===== config.mk =====
export PLATFORM = sky130hd
export DESIGN_NAME = mem_write_ctrl
export DESIGN_NICKNAME = d
export VERILOG_FILES = /design/src/rtl/mem_write_ctrl.sv
export SDC_FILE = /design/constraint.sdc
export NUM_CORES = 1
export LEC_CHECK = 0
export BUFFER_PORTS_ARGS = -buffer_cell sky130_fd_sc_hd__buf_2
export CAP_MARGIN = 5
export CORE_MARGIN = 2
export CORE_UTILIZATION = 48
export DETAILED_ROUTE_END_ITERATION = 16
export HOLD_SLACK_MARGIN = 0.12
export PLACE_DENSITY_LB_ADDON = 0.15
export SKIP_LAST_GASP = 1
export SLEW_MARGIN = 25
export SYNTH_ARGS = -nofsm -noshare
export SYNTH_HDL_FRONTEND = slang
export SYNTH_SLANG_ARGS = --single-unit

===== constraint.sdc =====
create_clock -name clk -period 4.3 [get_ports clk]
set_clock_uncertainty 0.1 [all_clocks]
set_input_delay 0.645 -clock clk [delete_from_list [all_inputs] [get_ports clk]]
set_output_delay 0.645 -clock clk [all_outputs]
set_load 0.005 [all_outputs]

===== src/rtl/mem_write_ctrl.sv =====
// mem_write_ctrl: CPU store path with posted-write RAM FIFO, LED register,
// unmapped-store error pulse, load/store hazard flag and flush control.
// Ports: clk, reset_n, wr_req/wr_addr/wr_data/wr_ready (store in),
//   flush, rd_addr/rd_hazard (load check), ram_ready/ram_we/ram_waddr/
//   ram_din (RAM drain), led_out, wr_err, empty.
// Option: WR_COALESCE_EN merges a RAM store into the newest matching entry.
module mem_write_ctrl #(
  parameter int              ADDR_W   = 9,
  parameter int              DATA_W   = 16,
  parameter logic [ADDR_W-1:0] LED_ADDR = 9'h100,
  parameter int              LED_W    = 8,
  parameter int              DEPTH    = 2
) (
  input  logic              clk,
  input  logic              reset_n,
  input  logic              wr_req,
  input  logic [ADDR_W-1:0] wr_addr,
  input  logic [DATA_W-1:0] wr_data,
  output logic              wr_ready,
  input  logic              flush,
  input  logic [ADDR_W-1:0] rd_addr,
  output logic              rd_hazard,
  input  logic              ram_ready,
  output logic              ram_we,
  output logic [ADDR_W-2:0] ram_waddr,
  output logic [DATA_W-1:0] ram_din,
  output logic [LED_W-1:0]  led_out,
  output logic              wr_err,
  output logic              empty
);

  localparam int AW = ADDR_W - 1;
  localparam int PW = $clog2(DEPTH);
  localparam int CW = PW + 1;
  localparam logic [CW-1:0] FULL = CW'(DEPTH);

  typedef struct packed {
    logic [AW-1:0]     addr;
    logic [DATA_W-1:0] data;
  } entry_t;

  typedef enum logic [1:0] {
    IDLE,
    DRAIN,
    FLUSH
  } state_t;

  entry_t          mem_q [DEPTH];
  entry_t          mem_d [DEPTH];
  logic [PW-1:0]   wptr_q, wptr_d;
  logic [PW-1:0]   rptr_q, rptr_d;
  logic [CW-1:0]   count_q, count_d;
  state_t          state_q, state_d;
  logic [LED_W-1:0] led_q, led_d;
  logic            err_q, err_d;

  logic          is_ram;
  logic          is_led;
  logic          pop;
  logic          push;
  logic          accept;
  logic          coal;
  logic          hit;
  logic [PW-1:0] idx;
`ifdef WR_COALESCE_EN
  logic [PW-1:0] newest;
`endif

  always_comb begin
    is_ram = !wr_addr[ADDR_W-1];
    is_led = (wr_addr == LED_ADDR) && !is_ram;
    empty  = (count_q == '0);
    ram_we = !empty && ram_ready;
    pop    = ram_we;
    ram_waddr = mem_q[rptr_q].addr;
    ram_din   = mem_q[rptr_q].data;
`ifdef WR_COALESCE_EN
    newest = wptr_q - PW'(1);
    // Never merge into an entry that is leaving the FIFO this cycle.
    coal = wr_req && is_ram && !empty
        && (mem_q[newest].addr == wr_addr[AW-1:0])
        && !((count_q == CW'(1)) && pop);
`else
    coal = 1'b0;
`endif
    wr_ready = (state_q != FLUSH) && ((count_q < FULL) || coal);
    accept   = wr_req && wr_ready;
    push     = accept && is_ram && !coal;

    mem_d  = mem_q;
    wptr_d = wptr_q;
    rptr_d = rptr_q;
    if (push) begin
      mem_d[wptr_q].addr = wr_addr[AW-1:0];
      mem_d[wptr_q].data = wr_data;
      wptr_d = wptr_q + PW'(1);
    end
`ifdef WR_COALESCE_EN
    if (accept && coal) begin
      mem_d[newest].data = wr_data;
    end
`endif
    if (pop) begin
      rptr_d = rptr_q + PW'(1);
    end

    count_d = count_q;
    unique case ({push, pop})
      2'b10:   count_d = count_q + CW'(1);
      2'b01:   count_d = count_q - CW'(1);
      default: count_d = count_q;
    endcase

    led_d = led_q;
    if (accept && is_led) begin
      led_d = wr_data[LED_W-1:0];
    end
    err_d = accept && !is_ram && !is_led;

    state_d = state_q;
    unique case (state_q)
      IDLE: begin
        if (push) state_d = DRAIN;
      end
      DRAIN: begin
        if (count_d == '0) state_d = IDLE;
        else if (flush)    state_d = FLUSH;
      end
      FLUSH: begin
        if (count_d == '0) state_d = IDLE;
      end
      default: state_d = IDLE;
    endcase

    // Entries being popped this cycle still count as pending.
    hit = 1'b0;
    idx = '0;
    for (int k = 0; k < DEPTH; k++) begin
      idx = rptr_q + PW'(k);
      if ((CW'(k) < count_q) && (mem_q[idx].addr == rd_addr[AW-1:0])) begin
        hit = 1'b1;
      end
    end
    rd_hazard = hit && !rd_addr[ADDR_W-1];
  end

  always_ff @(posedge clk or negedge reset_n) begin
    if (!reset_n) begin
      for (int i = 0; i < DEPTH; i++) begin
        mem_q[i] <= '0;
      end
      wptr_q  <= '0;
      rptr_q  <= '0;
      count_q <= '0;
      state_q <= IDLE;
      led_q   <= '0;
      err_q   <= 1'b0;
    end else begin
      mem_q   <= mem_d;
      wptr_q  <= wptr_d;
      rptr_q  <= rptr_d;
      count_q <= count_d;
      state_q <= state_d;
      led_q   <= led_d;
      err_q   <= err_d;
    end
  end

  assign led_out = led_q;
  assign wr_err  = err_q;

endmodule


### Word level (Yosys, flattened, before mapping)

Cells that the tools add are included.

| cells by class | value |
|---|---|
| equality and inequality tests | 11 |
| reduce and logical (&&, ||, !) cells | 20 |
| $lt $le $gt $ge | 7 |
| bitwise logic cells | 3 |
| $add $sub $neg | 4 |
| muxes and demuxes | 20 |

Operators with widths:

| kind | number |
|---|---|
| 2-to-1 mux 24 bit | 7 |
| bitwise mux 48 bit | 2 |
| demux 24 bit (select 1 bit) | 2 |
| == test 8 bit | 2 |
| 2-to-1 mux 16 bit | 1 |
| logical AND 1 bit | 12 |
| == test 9 bit, second input constant | 1 |
| 2-to-1 mux 2 bit | 4 |
| >= comparator 2 bit, second input constant | 3 |
| zero test 2 bit | 3 |
| inequality test 2 bit, second input constant | 3 |
| NOT 1 -> 2 bit | 3 |
| case mux 2 bit (3 select lines) | 1 |
| == test 2 x 1 -> 1 bit, second input constant | 2 |
| == test 2 bit, second input constant | 2 |
| zero test 1 bit | 4 |
| less-than comparator 1 x 2 -> 1 bit, first input constant | 2 |
| case mux 2 bit (2 select lines) | 1 |
| inequality test 3 bit, second input constant | 1 |
| AND reduction 3 bit | 1 |
| adder 1 bit, second input constant | 2 |
| adder 2 x 1 -> 2 bit, second input constant | 1 |
| less-than comparator 2 x 1 -> 1 bit, second input constant | 1 |
| less-than comparator 2 bit, second input constant | 1 |
| other kinds (2) | 3 |

| word-level totals | value |
|---|---|
| output and inout bits | 37 |
| word-level logic and storage cells | 75 |
| input port bits | 39 |
| register bits after elaboration | 63 |

### Longest topological paths before layout

Gate-level depths: netlist of run 1.

| logic depth | value |
|---|---|
| depth in word-level cells | 9 |
| depth in mapped cells | 9 |
| gate-level depth less buffers | 9 |

### Worst setup path after synthesis of run 1

OpenSTA, ideal clock, no wires.

| timing path | value |
|---|---|
| kind | register to output |
| start point | register rptr_q |
| end point | output port rd_hazard |
| buffers on the path | 2 |
| cell stages (with the launch flop) | 8 |
| path slack | 2.146 ns |
| data arrival time | 1.409 ns |
| required time | 3.555 ns |
| cell sequence | dfrtp_1 buf_6 buf_6 mux2_2 xor2_1 nor4_1 nand3_1 o21ai_1 |

| between the ends | value |
|---|---|
| longest elaborated chain between the ends | 9 |
| elaborated cells on any way between the ends | 16 |
| those cells by class | 1 x add/sub; 2 x eq/ne; 8 x mux; 2 x bitwise; 3 x reduce/logical |

Ends and longest elaborated chain:

| item | line | text |
|---|---|---|
| start: declaration | 51 | `logic [PW-1:0] rptr_q, rptr_d;` |
| start signal: assignment | 161 | `rptr_q <= rptr_d;` |
| NOT 1 -> 2 bit | n/a |  |
| 2-to-1 mux 24 bit (3 in a row) | n/a |  |
| via ram_waddr[2] | 25 | `output logic [ADDR_W-2:0] ram_waddr,` |
| == test 8 bit | 140 | `if ((CW'(k) < count_q) && (mem_q[idx].addr == rd_addr[AW-1:0])) begin` |
| logical AND 1 bit | 140 |  |
| 2-to-1 mux 1 bit (2 in a row) | 140 |  |
| logical AND 1 bit | 144 | `rd_hazard = hit && !rd_addr[ADDR_W-1];` |
| end: declaration | 22 | `output logic rd_hazard,` |

The timed path passes the listed nets, and every way through them passes these cells. The select of a mux whose other input is x is not followed.

### Final worst setup path of run 1

| timing path | value |
|---|---|
| start point | register rptr_q |
| end point | output port rd_hazard |

| between the ends | value |
|---|---|
| longest elaborated chain between the ends | 9 |
| elaborated cells on any way between the ends | 16 |
| those cells by class | 1 x add/sub; 2 x eq/ne; 8 x mux; 2 x bitwise; 3 x reduce/logical |

Ends and longest elaborated chain:

| item | line |
|---|---|
| adder 1 bit or NOT 1 -> 2 bit (tied branches) | 139, 140 |
| NOT 1 -> 2 bit (implied by the code) or 2-to-1 mux 24 bit (tied branches) | 140 |
| 2-to-1 mux 24 bit (implied by the code) (2 in a row) | 140 |
| 2-to-1 mux 24 bit (implied by the code) or == test 8 bit (tied branches) | 140 |
| == test 8 bit or logical AND 1 bit (tied branches) | 140 |
| logical AND 1 bit or 2-to-1 mux 1 bit (tied branches) | 140 |
| 2-to-1 mux 1 bit (*) | 140 |
| logical AND 1 bit (*) | 144 |

Every way passes the cells marked *; elsewhere a longest branch is shown, timed or not. The select of a mux whose other input is x is not followed.

==> results of run 1 <==
[registers in the layout (all words and copies together) (netlist names)]
register and flops:
led_out 8, wptr_q 1, rptr_q 1, wr_err 1, state_q 2, mem_q 48, count_q 2
[layout by cell type (no fill, tap or decap), types with 2 or more instances in the layout]
| cell | count |
|---|---|
| dfrtp_1 | 63 |
| bufinv_16 | 2 |
| nor2_1 | 5 |
| mux2_2 | 80 |
| buf_4 | 2 |
| clkbuf_8 | 12 |
| o21ai_0 | 3 |
| xor2_1 | 10 |
| inv_1 | 4 |
| nor4_1 | 4 |
| nand3_1 | 2 |
| buf_2 | 75 |
| ha_1 | 4 |
| nand2_1 | 5 |
| xnor2_1 | 7 |
| mux2i_1 | 9 |
| a21oi_1 | 2 |
[through the flow]
step	worst slack, ps	total power, mW	utilization (%)
2_1_floorplan	2150	1.82	-
3_3_place_gp	1500	2.13	55.5
3_5_place_dp	1490	2.16	55.5
4_1_cts	1110	2.76	59.1
5_1_grt	912	2.92	59.1
6_report	1140	2.72	59.1
[worst max-delay path, stage by stage (launching register included)]
cell     delay, ps
dfrtp_1        920
mux2_2         430
xor2_1         150
nor4_1         280
nand3_1        100
o21ai_1         80
buf_2          130
[worst max-delay path by stage]
stage / start / end / slack, ps / depth (start not counted)
2_1_floorplan: rptr_q / rd_hazard / 2150 / 7
3_3_place_gp: rptr_q / rd_hazard / 1500 / 6
3_5_place_dp: rptr_q / rd_hazard / 1490 / 6
4_1_cts: rptr_q / rd_hazard / 1110 / 6
5_1_grt: rptr_q / rd_hazard / 910 / 6
6_report: rptr_q / rd_hazard / 1140 / 6
[layout make-up]
class | instances | area [sq um] | area share [%]
Sequential cell | 63 | 1580 | 42.2
Multi-Input combinational cell | 146 | 1420 | 38.1
Timing Repair Buffer | 77 | 390 | 10.5
Clock buffer | 12 | 165 | 4.42
Tap cell | 77 | 96.3 | 2.58
Clock inverter | 3 | 65.1 | 1.74
Inverter | 5 | 18.8 | 0.503
[cell usage after synthesis, types with 2 or more instances]
cell type  count  area share [%]
xnor2_1        7             2.0
xor2_1        10             2.8
nand2_1        5            0.61
buf_2          2            0.32
a21oi_1        2            0.32
dfrtp_1       63              51
o21ai_0        3            0.48
nand3_1        2            0.32
mux2i_1        9             2.9
nor2_1         5            0.61
mux2_2        80              29
inv_1          4            0.48
buf_6          4             1.5
nor4_1         4            0.81
ha_1           4             1.6
buf_8          2            0.97
[routing by layer]
| layer | global-route usage (%) | vias up |
|---|---|---|
| met2 | 28.6 | 48 |
| met4 | 8.23 | 0 |
| met3 | 4.82 | 10 |
| li1 | - | 950 |
| met1 | 23.6 | 989 |
| met5 | 0 | - |
[cell families after synthesis]
group                    share of synthesized area [%]
AO/OA/AOI/OAI                                     1.49
XOR/XNOR                                          4.80
adder cells (fa/ha/maj)                           1.61
buffers and inverters                             3.35
flip-flops                                        50.8
multiplexers                                      31.9
AND/OR/NAND/NOR                                   5.97
[power groups by stage]
stage               combinational, mW  sequential [mW]  clock, mW
floorplan                       0.855            0.969          0
global placement                 1.09             1.05          0
detailed placement               1.11             1.05          0
CTS                              1.11             1.05      0.602
global route                     1.21             1.09      0.627
finish                           1.09             1.05      0.588
==> run metrics, run 1 <==
Hold/Removal Path Class=in -> async; via count=1997; unrepaired setup endpoints after global routing=false; Area Growth Syn to Fin=20.4%; Arrival @ worst endpoint=2420 ps; R2R Path End=state_q[0]; total CTS buffers=9; Net Sw Frac=31.0%; post-route cell area=3730 sq um; max_slew headroom=~42%; FFs w/ async S/R, synth=100%; Core Footprint=6310 sq um; DR WL/cell=about 16 microns; met2 WL=2820 microns; Starting DRT DRC Count=37; crit path max fanout=20; status=finished, final reports clean; CTS root buf=clkbuf_8; Max Fclk=~320 MHz; CP endpoint kind=output pin; FILL cells=569; endpoints failing setup=0; FF+latch count, synth=63; final WL=approximately 5900 microns; kind of critical path=reg -> out; via count of the first global-routing pass=about 2100; post-CTS sizing=0; WL met1=2760 microns; Worst-Margin Slew=877 ps; pin count of the biggest net entering global routing=36; fraction of layout cells with a size suffix above 1=approximately three fifths; post-synth cell types=32; Synth Instances=between 200 and 250; initial antenna violation count=0; Reg2Reg Depth=8; die area=7120 sq um; Sequential Power Share=roughly two fifths; I/O Pins=between 70 and 80; endpoints failing hold=0; Comb pwr share=40.1%; pwr/cell area=between 700 and 800 nW/um^2; GR Util All Layers=18.1%; Warnings, synthesis=0; clk_lat worst skew=around 330 ps; Hold WS=around 210 ps; WP data required=3560 ps; Final Max Slew Viols=0; Cell Area, Placed=approximately 3500 sq um; Final Cycle Share=73.6%; R2R setup slack=1980 ps; top routing layer in use=met4; clk slew on worst S/H paths=70 ps; die width=84.4 microns; 1st-pass router iterations=4; # rows=29; met3 wire length=265 microns; Initial Util=approximately half; Clock Power Share=21.6%; # diodes=0; final setup TNS=0 ps; H-tree depth=3; DP Wirelength=4280 microns; worst vdd ir=361 uV; register area share after synthesis=slightly above 50%; Sink Count=63; DIE HEIGHT=84.4 microns; Non-Filler Instances=383; Leak=between 1.5 and 2 nW; Synth Net Count=265; clk buf depth=2; first-pass GRT wire length=10100 microns; Reg-to-Reg Start=count_q[1]; max-cap violation count=0; CTS tree=yes; Post-Synthesis Cell Area=~3100 sq um; hold buffer count at CTS=0; drt drc=0; Main synth FF type=dfrtp_1; GPL Wtd Cong=0.781; Post-synth EDFFs=0; post-layout min period=around 3200 ps; vias per inst=around 5.2; PortBufs=75; dpl cells=368; GR Overflow Total=0; setup bufs post-CTS=0; Mean Syn Cell Area=~14 sq um; Int Power=~1.9 mW; Psw=0.845 mW; Worst setup SP type=flip-flop; Routed Antenna Nets=0; Final #Nets=345
(Power assumes the default switching activity.)
==> run 2, diff against run 1 <==
ABC_AREA = 1   (was not set)
clock period = 2.7 ns   (was 4.3 ns; I/O delays follow)
==> run 2 against run 1 <==
Net effect:
- global-route usage is 2.0 points higher
- die area is 4.4% higher
- total power is 62% higher
- critical path depth is 4 higher
- count of clock-buffer cells in the layout is 2 lower
- non-clock buffer count is 4 higher
- sequential share of layout area is 2.4 points lower
- setup slack worse by 850 ps
- cell area is 6.0% higher
- via count is 46% higher
- register-to-register slack worse by 1600 ps
- core utilization is 2.1 points higher
==> run metrics, run 2 <==
Area Growth Syn to Fin=21.9% (was 20.4%); DIE HEIGHT=86.2 microns (was 84.4 microns); Largest register FFs=48 (unchanged); initial antenna violation count=0 (unchanged); Final #Nets=558 (was 345); FF+latch count, synth=63 (unchanged); clk_lat worst skew=320 ps (was 330 ps); commonest cells after routing, fill and taps aside=nand2_1 (188), buf_2 (75), dfrtp_1 (63), inv_1 (54), o21ai_0 (44) (was mux2_2 (80), buf_2 (75), dfrtp_1 (63), clkbuf_8 (12), xor2_1 (10)); I/O Pins=76 (unchanged); die area=7440 sq um (was 7120 sq um); CP endpoint kind=output pin (unchanged); Largest Register=mem_q (unchanged); post-layout min period=2420 ps; max-cap violation count=0 (unchanged); post-CTS sizing=0 (unchanged); final setup TNS=0 ps (unchanged); hold buffer count at CTS=1 (was 0); die width=86.2 microns (was 84.4 microns); Synth Instances=441 (was 222); most common cell after layout, fill and taps aside=nand2_1 (was mux2_2); largest area contributor in the netlist=dfrtp_1 (unchanged); Warnings, synthesis=0 (unchanged); top area cells in the synthesized netlist=dfrtp_1 (49%), nand2_1 (22%), o21ai_0 (6.8%) (was dfrtp_1 (51%), mux2_2 (29%), mux2i_1 (2.9%)); Starting DRT DRC Count=161 (was 37); Sink Count=63 (unchanged); register area share after synthesis=48.6% (was 50.8%); Final Cycle Share=89.5%; Arrival @ worst endpoint=1910 ps (was 2420 ps); Worst-Margin Slew=673 ps (was 877 ps); FILL cells=596 (was 569); via count=2913 (was 1997); clk slew on worst S/H paths=70 ps (about the same); CTS tree=yes (unchanged); clk buf depth=2 (unchanged); Main synth FF type=dfrtp_1 (unchanged); endpoints failing hold=0 (unchanged); GR Overflow Total=0 (unchanged); Max Fclk=414 MHz; setup bufs post-CTS=0 (unchanged); top-area cell type share of the netlist area=48.6% (was 50.8%); WP data required=2190 ps (was 3560 ps); Leak=2.30 nW (was 1.78 nW); Core Footprint=6460 sq um (was 6310 sq um); DP Wirelength=4970 microns (was 4280 microns); H-tree depth=3 (unchanged); most instantiated cells after synthesis=nand2_1 (188), dfrtp_1 (63), inv_1 (54), o21ai_0 (44), nand3_1 (18) (was mux2_2 (80), dfrtp_1 (63), xor2_1 (10), mux2i_1 (9), xnor2_1 (7)); crit path max fanout=19 (was 20); GPL Wtd Cong=0.849 (was 0.781); post-synth cell types=27 (was 32); count leader, synth=nand2_1 (was mux2_2); GR Util All Layers=20.1% (was 18.1%); final WL=6940 microns (was 5950 microns); endpoints failing setup=0 (unchanged); Mean Syn Cell Area=7.36 sq um (was 14.0 sq um); DR WL/cell=11.6 microns (was 15.5 microns); unrepaired setup endpoints after global routing=false (unchanged); drt drc=0 (unchanged); PortBufs=75 (unchanged); first-pass GRT wire length=11900 microns (was 10100 microns); CTS root buf=clkbuf_8 (unchanged); total CTS buffers=9 (unchanged); vias per inst=4.88 (was 5.21); FFs w/ async S/R, synth=100% (unchanged); max_slew headroom=55.1% (was 41.5%); dpl cells=580 (was 368); status=finished, final reports clean (unchanged); kind of critical path=reg -> out (unchanged); Final Max Slew Viols=0 (unchanged); worst vdd ir=720 uV (was 361 uV); Initial Util=50.3% (was 49.1%); # rows=29 (unchanged); # diodes=0 (unchanged); pin count of the biggest net entering global routing=50 (was 36); Synth Net Count=484 (was 265); via count of the first global-routing pass=2620 (was 2138); Worst setup SP type=flip-flop (unchanged); fraction of layout cells with a size suffix above 1=20.6% (was 58.2%); Post-Synthesis Cell Area=3250 sq um (was 3100 sq um); Routed Antenna Nets=0 (unchanged); Post-synth EDFFs=0 (unchanged); 1st-pass router iterations=4 (unchanged); Non-Filler Instances=597 (was 383); Hold/Removal Path Class=in -> reg (was in -> async); pwr/cell area=1120 nW/um^2 (was 730 nW/um^2)
run 2: critical path: stages, from the launching register on:
cell and delay, ps:
dfrtp_1 370, inv_1 410, nand2_1 140, nand2_1 90, nand2_1 50, a21oi_1 130
nand3_1 80, nor2_1 80, nor2_1 50, nor2_1 70, buf_2 110
run 2: power breakdown:
group	switching, mW	total (mW)	internal (mW)
Clock	0.361	1.07	0.706
Sequential	0.246	1.57	1.32
Combinational	1.06	1.79	0.732
Total	1.66	4.42	2.76
run 2: final cells by class:
| type | instances | area [sq um] | area share (%) |
|---|---|---|---|
| clock inverter | 6 | 133 | 3.35 |
| tap | 77 | 96.3 | 2.43 |
| timing repair buffer | 81 | 448 | 11.3 |
| sequential | 63 | 1580 | 39.8 |
| clock buffer | 10 | 128 | 3.22 |
| inverter | 56 | 210 | 5.31 |
| multi-input combinational | 304 | 1370 | 34.5 |
run 2: cell families after synthesis:
| kind of cell | share of synthesized area (%) |
|---|---|
| and+or+nand+nor | 28.2 |
| buffers and inverters | 9.33 |
| AOI/OAI and AO/OA | 11.3 |
| DFF | 48.6 |
| xor gates and xnor gates | 1.08 |
| adders and majority gates | 1.54 |
run 2: path summary, 6_finish.rpt:
kind,to,startpoint,cells past startpoint,slack [ps]
hold / removal,state_q[0],flush,2,200
min in group asynchronous,wr_err,reset_n,2,550
setup / recovery,rd_hazard,rptr_q,10,280
hold reg to reg,mem_q[27],mem_q[27],2,380
setup reg to reg,state_q[0],count_q[1],12,430
max in group asynchronous,rptr_q,reset_n,3,1330
run 2: metal layers:
layer	vias to the layer above	track usage (%)	part of all wire, %
met5	-	0	0
met4	0	6.82	0.97
met3	4	3.71	4.6
met2	64	32.8	49
met1	1336	27.3	46
li1	1509	-	-
run 2: through the flow:
stage	hold slack, ps	area, sq um	worst slack, ps	util [%]	total power [mW]
detailed placement	370	3690	468	57.1	3.37
CTS	187	3960	262	61.3	4.46
global route	194	3960	60.8	61.3	4.84
finish	196	3960	284	61.3	4.42
global placement	365	3690	553	57.1	3.33
floorplan	9.41	3250	626	-	2.78
==> run 3, diff against run 2 <==
BUFFER_PORTS_ARGS = not set   (was -buffer_cell sky130_fd_sc_hd__buf_2)
CTS_CLUSTER_SIZE = 12   (was not set)
DONT_BUFFER_PORTS = 1   (was not set)
==> run 3 against run 2 <==
Net effect:
- via count is 10% lower
- final cell count is 11% lower
- critical path depth is 1 lower
- total power is 11% lower
- sequential cell count stayed put
- count of clock-buffer cells in the layout is 2 higher
- largest power group unchanged
- global-route usage is 0.29 points lower
- sequential power hardly changed
- core utilization is 5.9 points lower
- first-iteration DRC count stayed put
==> run metrics, run 3 (same netlist as run 2, synthesis figures left out) <==
Reg-to-Reg Start=count_q[1] (unchanged); met3 Use GR=5.81% (was 3.71%); Final Max Slew Viols=0 (unchanged); met2 GRT Util=30.7% (was 32.8%); met1 usage=27.1% (was 27.3%); commonest cells after routing, fill and taps aside=nand2_1 (188), dfrtp_1 (63), inv_1 (53), o21ai_0 (44), nand3_1 (18) (was nand2_1 (188), buf_2 (75), dfrtp_1 (63), inv_1 (54), o21ai_0 (44)); Worst setup SP type=flip-flop (unchanged); # rows=29 (unchanged); kind of critical path=reg -> out (unchanged); GPL Wtd Cong=0.911 (was 0.849); Worst path max stage delay=400 ps (was 410 ps); via count of the first global-routing pass=2398 (was 2620); Largest Register=mem_q (unchanged); unrepaired setup endpoints after global routing=false (unchanged); GR Util All Layers=19.8% (was 20.1%); Final Cycle Share=88.1% (was 89.5%); Arrival @ worst endpoint=1870 ps (was 1910 ps); fraction of layout cells with a size suffix above 1=8.19% (was 20.6%); worst-path cell chain=buf_4 > nand2_1 > o21ai_0 > nand2_1 > nand2_1 > nand3_1 > nor2_1 > nor2_1 > nor2_1 (was inv_1 > nand2_1 > nand2_1 > nand2_1 > a21oi_1 > nand3_1 > nor2_1 > nor2_1 > nor2_1 > buf_2); GR Overflow Total=0 (unchanged); crit path max fanout=41 (was 19); post-layout min period=2380 ps (was 2420 ps); final worst slack=321 ps (was 284 ps); dpl ws=369 ps (was 468 ps); initial antenna violation count=0 (unchanged); hold path depth=2 (unchanged); Worst-Margin Slew=543 ps (was 673 ps); Sink Count=63 (unchanged); post-route cell area=3570 sq um (was 3960 sq um); Reg2Reg Depth=12 (unchanged); DIE HEIGHT=86.2 microns (unchanged); Worst path slowest cell=buf_4 (was inv_1); CP endpoint kind=output pin (unchanged); I/O Pins=76 (unchanged); Cell Area, Placed=3310 sq um (was 3690 sq um); R2R setup slack=370 ps (was 430 ps); PortBufs=0 (was 75); R2R Path End=state_q[0] (unchanged); DR WL/cell=13.1 microns (was 11.6 microns); Starting DRT DRC Count=161 (unchanged); dpl cells=508 (was 580); Area Growth Syn to Fin=10.1% (was 21.9%); endpoints failing hold=0 (unchanged); H-tree depth=3 (unchanged); CTS tree=yes (unchanged); Routed Antenna Nets=0 (unchanged); WHS Endpoint=mem_q[39] (was state_q[0]); endpoints failing setup=0 (unchanged); pin count of the biggest net entering global routing=64 (was 50); DP Wirelength=4660 microns (was 4970 microns); WP data required=2190 ps (about the same); clk slew on worst S/H paths=70 ps (about the same); Max Fclk=420 MHz (was 414 MHz); pwr/cell area=1100 nW/um^2 (was 1120 nW/um^2); clk_lat worst skew=330 ps (was 320 ps); most common cell after layout, fill and taps aside=nand2_1 (unchanged); 1st-pass router iterations=5 (was 4); critical path's top delay family=simple AND/OR/NAND/NOR gates (unchanged); Initial Util=50.3% (unchanged); die area=7440 sq um (unchanged); final WL=6910 microns (was 6940 microns); busiest grt layer=met2 (unchanged); clk buf depth=2 (unchanged); vias per inst=4.94 (was 4.88); Leak=1.97 nW (was 2.30 nW); drt drc=0 (unchanged); Largest register FFs=48 (unchanged); Hold WS=130 ps (was 196 ps); final setup TNS=0 ps (unchanged); worst vdd ir=456 uV (was 720 uV); first-pass GRT wire length=11600 microns (was 11900 microns); worst path buffer plus inverter count=1 (was 2); Non-Filler Instances=529 (was 597); max_slew headroom=63.8% (was 55.1%); status=finished, final reports clean (unchanged); Hold/Removal Path Class=in -> reg (unchanged); Final #Nets=491 (was 558); die width=86.2 microns (unchanged); Core Footprint=6460 sq um (unchanged); total CTS buffers=9 (unchanged); # diodes=0 (unchanged); HP Start=wr_data[15] (was flush); max-cap violation count=0 (unchanged); CTS root buf=clkbuf_8 (unchanged); via count=2615 (was 2913)
==> run 3: cell count changes in the layout (fill, tap and decap cells not counted) <==
cell,previous run,this run
buf_12,2,0
buf_16,0,1
buf_2,75,0
buf_4,3,8
bufinv_16,4,0
clkbuf_1,1,0
clkbuf_8,9,12
clkinv_2,1,2
clkinvlp_4,1,2
dlygate4sd3_1,1,5
inv_1,54,53
==> run 3: layout make-up <==
cell class	instances	area (sq um)
sequential	63	1580
tap	77	96.3
fill	637	2890
multi-input combinational	304	1370
clock buffer	12	165
timing repair buffer	14	138
inverter	56	214
clock inverter	3	17.5
==> run 3: worst max-delay path by stage <==
| stage | startpoint | to | slack (ps) | depth (start not counted) |
|---|---|---|---|---|
| 3_3_place_gp | count_q[1] | state_q[0] | 460 | 12 |
| 5_1_grt | rptr_q | rd_hazard | 80 | 9 |
| 3_5_place_dp | count_q[1] | state_q[0] | 370 | 12 |
| 2_1_floorplan | count_q[1] | state_q[0] | 630 | 12 |
| 6_report | rptr_q | rd_hazard | 320 | 9 |
| 4_1_cts | rptr_q | rd_hazard | 240 | 9 |
==> run 3: what timing repair did <==
action                                  4_1_cts  5_1_grt
setup buffers                                 0        0
hold endpoints to repair                     68        0
endpoints found under the setup margin        0        1
resized for setup                             0        1
hold buffers                                  6        0
==> run 3: layer usage <==
layer | vias to the layer above | part of all wire [%]
li1 | 1371 | -
met1 | 1161 | 45
met2 | 77 | 47
met3 | 6 | 7.5
met4 | 0 | 1.1
met5 | - | 0
==> run 3: worst reg2reg max path: stages, from the launching register on <==
cell	delay (ps)
dfrtp_1	420
inv_1	110
ha_1	190
inv_1	70
nand2_1	130
inv_1	90
ha_1	210
or2_2	260
a21boi_0	300
nand2_1	90
nand2_1	110
nand2_1	60
o22ai_1	100
==> run 3: through the flow <==
stage,total power [mW],util [%]
after floorplan,2.78,-
after CTS,3.96,55.3
final,3.92,55.3
after global routing,4.30,55.3
after global placement,3.12,51.2
after detailed placement,3.17,51.2
==> run 3: where the power goes <==
group	internal [mW]	leakage, nW	switching, mW	total [mW]
Sequential	1.32	0.801	0.246	1.57
Clock	0.400	0.0942	0.350	0.750
Combinational	0.593	1.07	1.00	1.60
Total	2.32	1.97	1.60	3.92
